--- src/rtl/ram_arbiter_if.sv ---
// Bus bundle between the RAM arbiter, its two requesters (CPU execute
// state, UART byte-DMA) and the single-port 128x8 data RAM.
interface ram_arbiter_if #(
  parameter int ADDR_W = 7,
  parameter int DATA_W = 8
);
  // CPU side: owns the RAM whenever cpu_req is high
  logic              cpu_req;
  logic              cpu_we;
  logic [ADDR_W-1:0] cpu_addr;
  logic [DATA_W-1:0] cpu_wdata;
  logic [DATA_W-1:0] cpu_rdata;

  // DMA side: req/gnt/done handshake
  logic              dma_req;
  logic              dma_we;
  logic [ADDR_W-1:0] dma_addr;
  logic [DATA_W-1:0] dma_wdata;
  logic              dma_gnt;
  logic              dma_done;
  logic [DATA_W-1:0] dma_rdata;
  logic              dma_starve;

  // RAM pins
  logic [ADDR_W-1:0] ram_addr;
  logic [DATA_W-1:0] ram_data;
  logic              ram_en;
  logic [DATA_W-1:0] ram_q;

  // Arbiter view
  modport slave (
    input  cpu_req, cpu_we, cpu_addr, cpu_wdata,
    output cpu_rdata,
    input  dma_req, dma_we, dma_addr, dma_wdata,
    output dma_gnt, dma_done, dma_rdata, dma_starve,
    output ram_addr, ram_data, ram_en,
    input  ram_q
  );

  // Requester / RAM-model view
  modport master (
    output cpu_req, cpu_we, cpu_addr, cpu_wdata,
    input  cpu_rdata,
    output dma_req, dma_we, dma_addr, dma_wdata,
    input  dma_gnt, dma_done, dma_rdata, dma_starve,
    input  ram_addr, ram_data, ram_en,
    output ram_q
  );
endinterface

--- src/rtl/ram_arbiter.sv ---
// Shares the single-port data RAM between the CPU (absolute priority,
// zero added latency) and the UART byte-DMA engine. A DMA access is
// latched at grant and replayed in the first cycle the CPU leaves the
// RAM free; a saturating wait counter flags DMA starvation.
module ram_arbiter #(
  parameter int ADDR_W   = 7,
  parameter int DATA_W   = 8,
  parameter int MAX_WAIT = 12
) (
  input logic          clk,
  input logic          rst,
  ram_arbiter_if.slave bus
);

  localparam int              CNT_W    = $clog2(MAX_WAIT + 1);
  localparam logic [CNT_W-1:0] WAIT_MAX = CNT_W'(MAX_WAIT);

  typedef enum logic [1:0] {
    IDLE   = 2'd0,
    ACCESS = 2'd1,
    DONE   = 2'd2
  } state_e;

  state_e            state_q, state_d;
  logic [ADDR_W-1:0] addr_q,  addr_d;
  logic [DATA_W-1:0] wdata_q, wdata_d;
  logic              we_q,    we_d;
  logic [DATA_W-1:0] rdata_q, rdata_d;
  logic [CNT_W-1:0]  wait_q,  wait_d;
  logic              starve_q, starve_d;
  logic              gnt, done;
  logic              dma_drive;

  // Saturating increment of the wait counter.
  function automatic logic [CNT_W-1:0] wait_inc(input logic [CNT_W-1:0] w);
    return (w == WAIT_MAX) ? w : w + CNT_W'(1);
  endfunction

  // Next-state and handshake decode.
  always_comb begin
    state_d  = state_q;
    addr_d   = addr_q;
    wdata_d  = wdata_q;
    we_d     = we_q;
    rdata_d  = rdata_q;
    wait_d   = wait_q;
    starve_d = starve_q;
    gnt      = 1'b0;
    done     = 1'b0;
    unique case (state_q)
      IDLE: begin
        if (bus.dma_req) begin
          wait_d = wait_inc(wait_q);
          if (!bus.cpu_req) begin
            gnt     = 1'b1;
            addr_d  = bus.dma_addr;
            wdata_d = bus.dma_wdata;
            we_d    = bus.dma_we;
            state_d = ACCESS;
          end
        end
      end
      ACCESS: begin
        if (bus.cpu_req) begin
          // CPU keeps the RAM; the latched access waits.
          wait_d = wait_inc(wait_q);
        end else begin
          if (!we_q) rdata_d = bus.ram_q;
          wait_d  = '0;
          state_d = DONE;
        end
      end
      DONE: begin
        done    = 1'b1;
        state_d = IDLE;
      end
      default: state_d = IDLE;
    endcase
    if (wait_d == WAIT_MAX) starve_d = 1'b1;
  end

  // State and datapath registers; reset aborts any in-flight access.
  always_ff @(posedge clk) begin
    if (rst) begin
      state_q  <= IDLE;
      addr_q   <= '0;
      wdata_q  <= '0;
      we_q     <= 1'b0;
      rdata_q  <= '0;
      wait_q   <= '0;
      starve_q <= 1'b0;
    end else begin
      state_q  <= state_d;
      addr_q   <= addr_d;
      wdata_q  <= wdata_d;
      we_q     <= we_d;
      rdata_q  <= rdata_d;
      wait_q   <= wait_d;
      starve_q <= starve_d;
    end
  end

  // DMA owns the RAM pins only in ACCESS, outside reset, with the CPU idle;
  // gating on rst keeps a reset-in-ACCESS from committing the write.
  assign dma_drive = (state_q == ACCESS) && !bus.cpu_req && !rst;

  // RAM mux: CPU first, then the replayed DMA access, else parked at zero.
  always_comb begin
    bus.ram_addr = '0;
    bus.ram_data = '0;
    bus.ram_en   = 1'b0;
    if (bus.cpu_req) begin
      bus.ram_addr = bus.cpu_addr;
      bus.ram_data = bus.cpu_wdata;
      bus.ram_en   = bus.cpu_we;
    end else if (dma_drive) begin
      bus.ram_addr = addr_q;
      bus.ram_data = wdata_q;
      bus.ram_en   = we_q;
    end
  end

  assign bus.cpu_rdata  = bus.ram_q;
  assign bus.dma_gnt    = gnt  & ~rst;
  assign bus.dma_done   = done & ~rst;
  assign bus.dma_rdata  = rdata_q;
  assign bus.dma_starve = starve_q;

  // Grant and done come from different states, so they can never overlap.
  a_gnt_done_excl: assert property (@(posedge clk) disable iff (rst)
    !(bus.dma_gnt && bus.dma_done));

  // Starvation flag is sticky until reset.
  a_starve_sticky: assert property (@(posedge clk) disable iff (rst)
    bus.dma_starve |=> bus.dma_starve);

endmodule

--- src/flat_wrapper.sv ---
// flat-port wrapper written by rule: the top's interface ports become plain ports
module ram_arbiter_flat 
#(
  parameter int ADDR_W   = 7,
  parameter int DATA_W   = 8,
  parameter int MAX_WAIT = 12
)
  (clk, rst, bus_cpu_req, bus_cpu_we, bus_cpu_addr, bus_cpu_wdata, bus_cpu_rdata, bus_dma_req, bus_dma_we, bus_dma_addr, bus_dma_wdata, bus_dma_gnt, bus_dma_done, bus_dma_rdata, bus_dma_starve, bus_ram_addr, bus_ram_data, bus_ram_en, bus_ram_q);
  ram_arbiter_if #(.ADDR_W(ADDR_W), .DATA_W(DATA_W)) bus_i ();
  input logic clk;
  input logic rst;
  input wire logic [$bits(bus_i.cpu_req)-1:0] bus_cpu_req;
  input wire logic [$bits(bus_i.cpu_we)-1:0] bus_cpu_we;
  input wire logic [$bits(bus_i.cpu_addr)-1:0] bus_cpu_addr;
  input wire logic [$bits(bus_i.cpu_wdata)-1:0] bus_cpu_wdata;
  output wire logic [$bits(bus_i.cpu_rdata)-1:0] bus_cpu_rdata;
  input wire logic [$bits(bus_i.dma_req)-1:0] bus_dma_req;
  input wire logic [$bits(bus_i.dma_we)-1:0] bus_dma_we;
  input wire logic [$bits(bus_i.dma_addr)-1:0] bus_dma_addr;
  input wire logic [$bits(bus_i.dma_wdata)-1:0] bus_dma_wdata;
  output wire logic [$bits(bus_i.dma_gnt)-1:0] bus_dma_gnt;
  output wire logic [$bits(bus_i.dma_done)-1:0] bus_dma_done;
  output wire logic [$bits(bus_i.dma_rdata)-1:0] bus_dma_rdata;
  output wire logic [$bits(bus_i.dma_starve)-1:0] bus_dma_starve;
  output wire logic [$bits(bus_i.ram_addr)-1:0] bus_ram_addr;
  output wire logic [$bits(bus_i.ram_data)-1:0] bus_ram_data;
  output wire logic [$bits(bus_i.ram_en)-1:0] bus_ram_en;
  input wire logic [$bits(bus_i.ram_q)-1:0] bus_ram_q;
  assign bus_i.cpu_req = bus_cpu_req;
  assign bus_i.cpu_we = bus_cpu_we;
  assign bus_i.cpu_addr = bus_cpu_addr;
  assign bus_i.cpu_wdata = bus_cpu_wdata;
  assign bus_cpu_rdata = bus_i.cpu_rdata;
  assign bus_i.dma_req = bus_dma_req;
  assign bus_i.dma_we = bus_dma_we;
  assign bus_i.dma_addr = bus_dma_addr;
  assign bus_i.dma_wdata = bus_dma_wdata;
  assign bus_dma_gnt = bus_i.dma_gnt;
  assign bus_dma_done = bus_i.dma_done;
  assign bus_dma_rdata = bus_i.dma_rdata;
  assign bus_dma_starve = bus_i.dma_starve;
  assign bus_ram_addr = bus_i.ram_addr;
  assign bus_ram_data = bus_i.ram_data;
  assign bus_ram_en = bus_i.ram_en;
  assign bus_i.ram_q = bus_ram_q;
  ram_arbiter #(.ADDR_W(ADDR_W), .DATA_W(DATA_W), .MAX_WAIT(MAX_WAIT)) u_core (.clk(clk), .rst(rst), .bus(bus_i));
endmodule
--- config.mk ---
export PLATFORM = sky130hd
export DESIGN_NAME = ram_arbiter_flat
export DESIGN_NICKNAME = d
export VERILOG_FILES = /design/src/rtl/ram_arbiter_if.sv /design/src/rtl/ram_arbiter.sv /design/src/flat_wrapper.sv
export SDC_FILE = /design/constraint.sdc
export NUM_CORES = 1
export LEC_CHECK = 0
export ABC_CLOCK_PERIOD_IN_PS = 3250
export BUFFER_PORTS_ARGS = -buffer_cell sky130_fd_sc_hd__buf_2
export CORE_MARGIN = 2
export CORE_UTILIZATION = 30
export DETAILED_ROUTE_END_ITERATION = 8
export PLACE_DENSITY = 0.57
export SYNTH_ARGS = -nofsm -noshare
export SYNTH_HDL_FRONTEND = slang
export SYNTH_SLANG_ARGS = --single-unit
--- constraint.sdc ---
create_clock -name clk -period 3.25 [get_ports clk]
set_input_delay 0.1625 -clock clk [delete_from_list [all_inputs] [get_ports clk]]
set_output_delay 0.1625 -clock clk [all_outputs]
set_load 0.03 [all_outputs]
==> impl_metrics.py <==
metrics = {
    "critical_path": {
        "reg2reg_to": "u_core.wdata_q[2]",
        "worstSetupStartpointType": "flip-flop",
        "crit_start": "u_core.state_q[0]",
        "cp.required_ns": 3.09,
        "critPathMaxFanout": 17,
        "slowest_stage": "nor2_2",
        "cp_num_buf_inv": 1,
        "critPathKind": "reg -> out",
        "cp.arrival_ns": 1.96,
        "rr_worst_depth": 4,
        "end_kind": "primary output",
        "endpoint": "bus_ram_addr[3]",
        "cp_cell_sequence": "nand2_1 -> nor2_2 -> a22o_1 -> buf_2",
        "r2r-start": "u_core.state_q[0]",
        "cp_slowest_stage_delay_ns": 0.60,
        "crit_family": "simple AND/OR/NAND/NOR gates",
        "reg2reg_slack_ns": 1.57,
        "cp.depth": 4,
    },
    "timing": {
        "rsz0062_at_grt": "no",
        "fin_crit_sh": 0.653,
        "skew_ns": 0.00182,
        "hold_violations": 0,
        "relSlewSlack": 0.484,
        "post-route-min-period_ns": 2.12,
        "max_slew.worst_pin.slew_ns": 0.774,
        "report.final.slew_viol_count": 0,
        "setup_violations": 0,
        "fmax_mhz": 471,
        "setup_ws_ns": 1.13,
        "fin_setup_tns_ns": 0,
    },
    "power": {
        "switching_share": 0.276,
        "power_switching_mw": 0.248,
        "seqPwrFrac": 0.455,
        "comb_power_share": 0.180,
        "clkPwrFrac": 0.365,
        "vdd_drop_max_mv": 0.195,
        "power.density_mw_per_mm2": 454,
        "power_mw": 0.898,
        "power_leakage_nw": 0.882,
        "p_int_mw": 0.650,
    },
    "routing": {
        "drt_first_pass_iters": 4,
        "drc": 0,
        "ant_nets": 0,
        "routed_wl_mm": 3.63,
        "drtIter0Drc": 38,
        "vias_per_cell": 4.54,
        "vias": 1438,
        "routedWlPerCell_um": 11.5,
    },
    "synth": {
        "async_flop_share": 0,
        "syn_area_sq_mm": 0.00154,
        "seq_area_frac_synth": 0.404,
        "synth_enable_flop_cells": 0,
        "yosysWarnings": 0,
        "synth_top_flop_cell": "dfxtp_1",
        "avgSynthCellArea_sq_um": 8.54,
        "syn_inst": 180,
        "ys_types": 33,
        "synth-seq-cells": 31,
        "syn_nets": 226,
    },
    "final_layout": {
        "final_cells": 317,
        "antennaDiodeCount": 0,
        "area_growth_pct": 28.6,
        "layout-drive-gt1-share": 0.453,
        "fin_nets": 292,
        "fill_cells": 575,
        "final_util": 0.394,
    },
    "clocking": {
        "post_cts_buffers": 0,
        "clk-insertion-delay-late_ns": 0.27,
        "clockBufferDepth": 2,
        "root_buffer": "clkbuf_8",
        "cts.clk_slew.worst_paths_ns": 0.06,
        "htreeDepth": 2,
        "cts_sinks": 31,
        "numCtsBuffers": 5,
        "tritoncts": "yes",
        "hold_buffers": 0,
        "postCtsResizedCells": 0,
    },
    "global_routing": {
        "grt_pass1_wl_mm": 5.76,
        "grt_pass1_vias": 1329,
        "grt_max_degree": 33,
        "antenna_found_initial": 0,
        "track_usage": 0.135,
        "grt.overflow.total": 0,
    },
    "placement": {
        "dpl.cell_count": 309,
        "portBuffers": 78,
        "place_ws_ns": 1.33,
        "place_congestion": 0.733,
        "hpwl_mm": 2.60,
    },
    "floorplanning": {
        "design.die.area_sq_mm": 0.00571,
        "start_util": 0.307,
        "coreArea_sq_mm": 0.00501,
        "die_h_um": 75.6,
        "die_w_um": 75.6,
        "num_rows": 26,
        "io_pins": 79,
    },
    "outcome": {
        "status": "finished clean",
    },
    "flow_run": {
        "drv_cap": 0,
    },
    "hold_path": {
        "hold_path_class": "in -> reg",
    },
}
==> final cells by class <==
type,instances,area (sq um),share of cell area
sequential,31,621,0.314
clock buffer,8,100,0.0507
timing repair buffer,78,390,0.198
multi-input combinational,125,758,0.384
inverter,5,18.8,0.00950
tap,70,87.6,0.0443
==> worst register-to-register path: stages, from the launching register on <==
cell	delay [ns]
dfxtp_1	0.48
nand2b_4	0.22
or3_1	0.62
nand2_1	0.12
a21oi_1	0.16
==> cells in the mapped netlist (2+ instances only) <==
cell type	number	area share
a21oi_1	18	0.059
a21oi_2	10	0.057
a22o_1	16	0.091
a22oi_1	2	0.0098
and3_1	2	0.0081
buf_2	2	0.0065
buf_4	9	0.044
buf_6	2	0.015
clkbuf_1	5	0.012
dfxtp_1	31	0.40
ha_1	2	0.016
inv_1	5	0.012
nand2_1	41	0.10
nand2_2	9	0.037
nor2_1	4	0.0098
nor2_2	2	0.0081
o21ai_0	4	0.013
==> kinds of logic (layout without fill, tap and decap cells) <==
family | Yosys count | after routing | share of synthesized area
buffers and inverters | 24 | 91 | 0.103
DFF | 31 | 31 | 0.404
adders and majority gates | 2 | 2 | 0.0163
AOI/OAI and AO/OA | 54 | 54 | 0.252
and+or+nand+nor | 69 | 69 | 0.225
==> how the worst min path moves through the flow <==
stage,startpoint,cells past startpoint,slack (ns),to
final,bus_dma_wdata[1],3,0.12,u_core.wdata_q[1]
after global routing,bus_dma_addr[0],3,0.11,u_core.addr_q[0]
after CTS,bus_dma_addr[4],3,0.11,u_core.addr_q[4]
after detailed placement,bus_dma_addr[4],3,0.41,u_core.addr_q[4]
after global placement,bus_dma_wdata[0],3,0.41,u_core.wdata_q[0]
after floorplan,bus_dma_addr[3],2,0.30,u_core.addr_q[3]
==> registers in the layout (all words and copies together) (netlist names) <==
register	cells
u_core.addr_q	7
u_core.bus.dma_rdata	8
u_core.bus.dma_starve	1
u_core.state_q	2
u_core.wait_q	4
u_core.wdata_q	8
u_core.we_q	1
==> metal layers <==
layer  up-vias  global-route usage  wire length (um)
met5         -                   0                 0
met4         0              0.0643                75
met3         7              0.0384               203
met2        38               0.219              1720
met1       654               0.165              1640
li1        739                   -                 -
==> metrics by stage <==
| stage | cell area [sq um] | hold WS [ns] |
|---|---|---|
| 5_1_grt | 1980 | 0.111 |
| 4_1_cts | 1980 | 0.107 |
| 6_report | 1980 | 0.119 |
| 3_5_place_dp | 1880 | 0.411 |
| 2_1_floorplan | 1540 | 0.298 |
| 3_3_place_gp | 1880 | 0.407 |
==> power by group through the flow <==
| stage | clock, mW | combinational, mW | sequential (mW) |
|---|---|---|---|
| floorplan | 0 | 0.118 | 0.418 |
| global placement | 0 | 0.163 | 0.417 |
| detailed placement | 0 | 0.164 | 0.416 |
| CTS | 0.344 | 0.164 | 0.408 |
| global route | 0.360 | 0.178 | 0.410 |
| finish | 0.328 | 0.162 | 0.408 |
==> layout by cell type (no fill, tap or decap), drive strengths merged <==
master and instances:
nand3b 1, inv 5, clkbuf 8, a32o 1, a21boi 1, buf 78
nand3 1, a22o 16, o2111ai 1, o211ai 1, or3 1, nand2b 1
a21oi 28, and3 2, or2b 1, nand2 51, o21ai 4, a22oi 2
dfxtp 31, nor2 6, ha 2, nor2b 1, or2 1, nor3 3
Note: power is estimated with default switching activity, not from simulation.
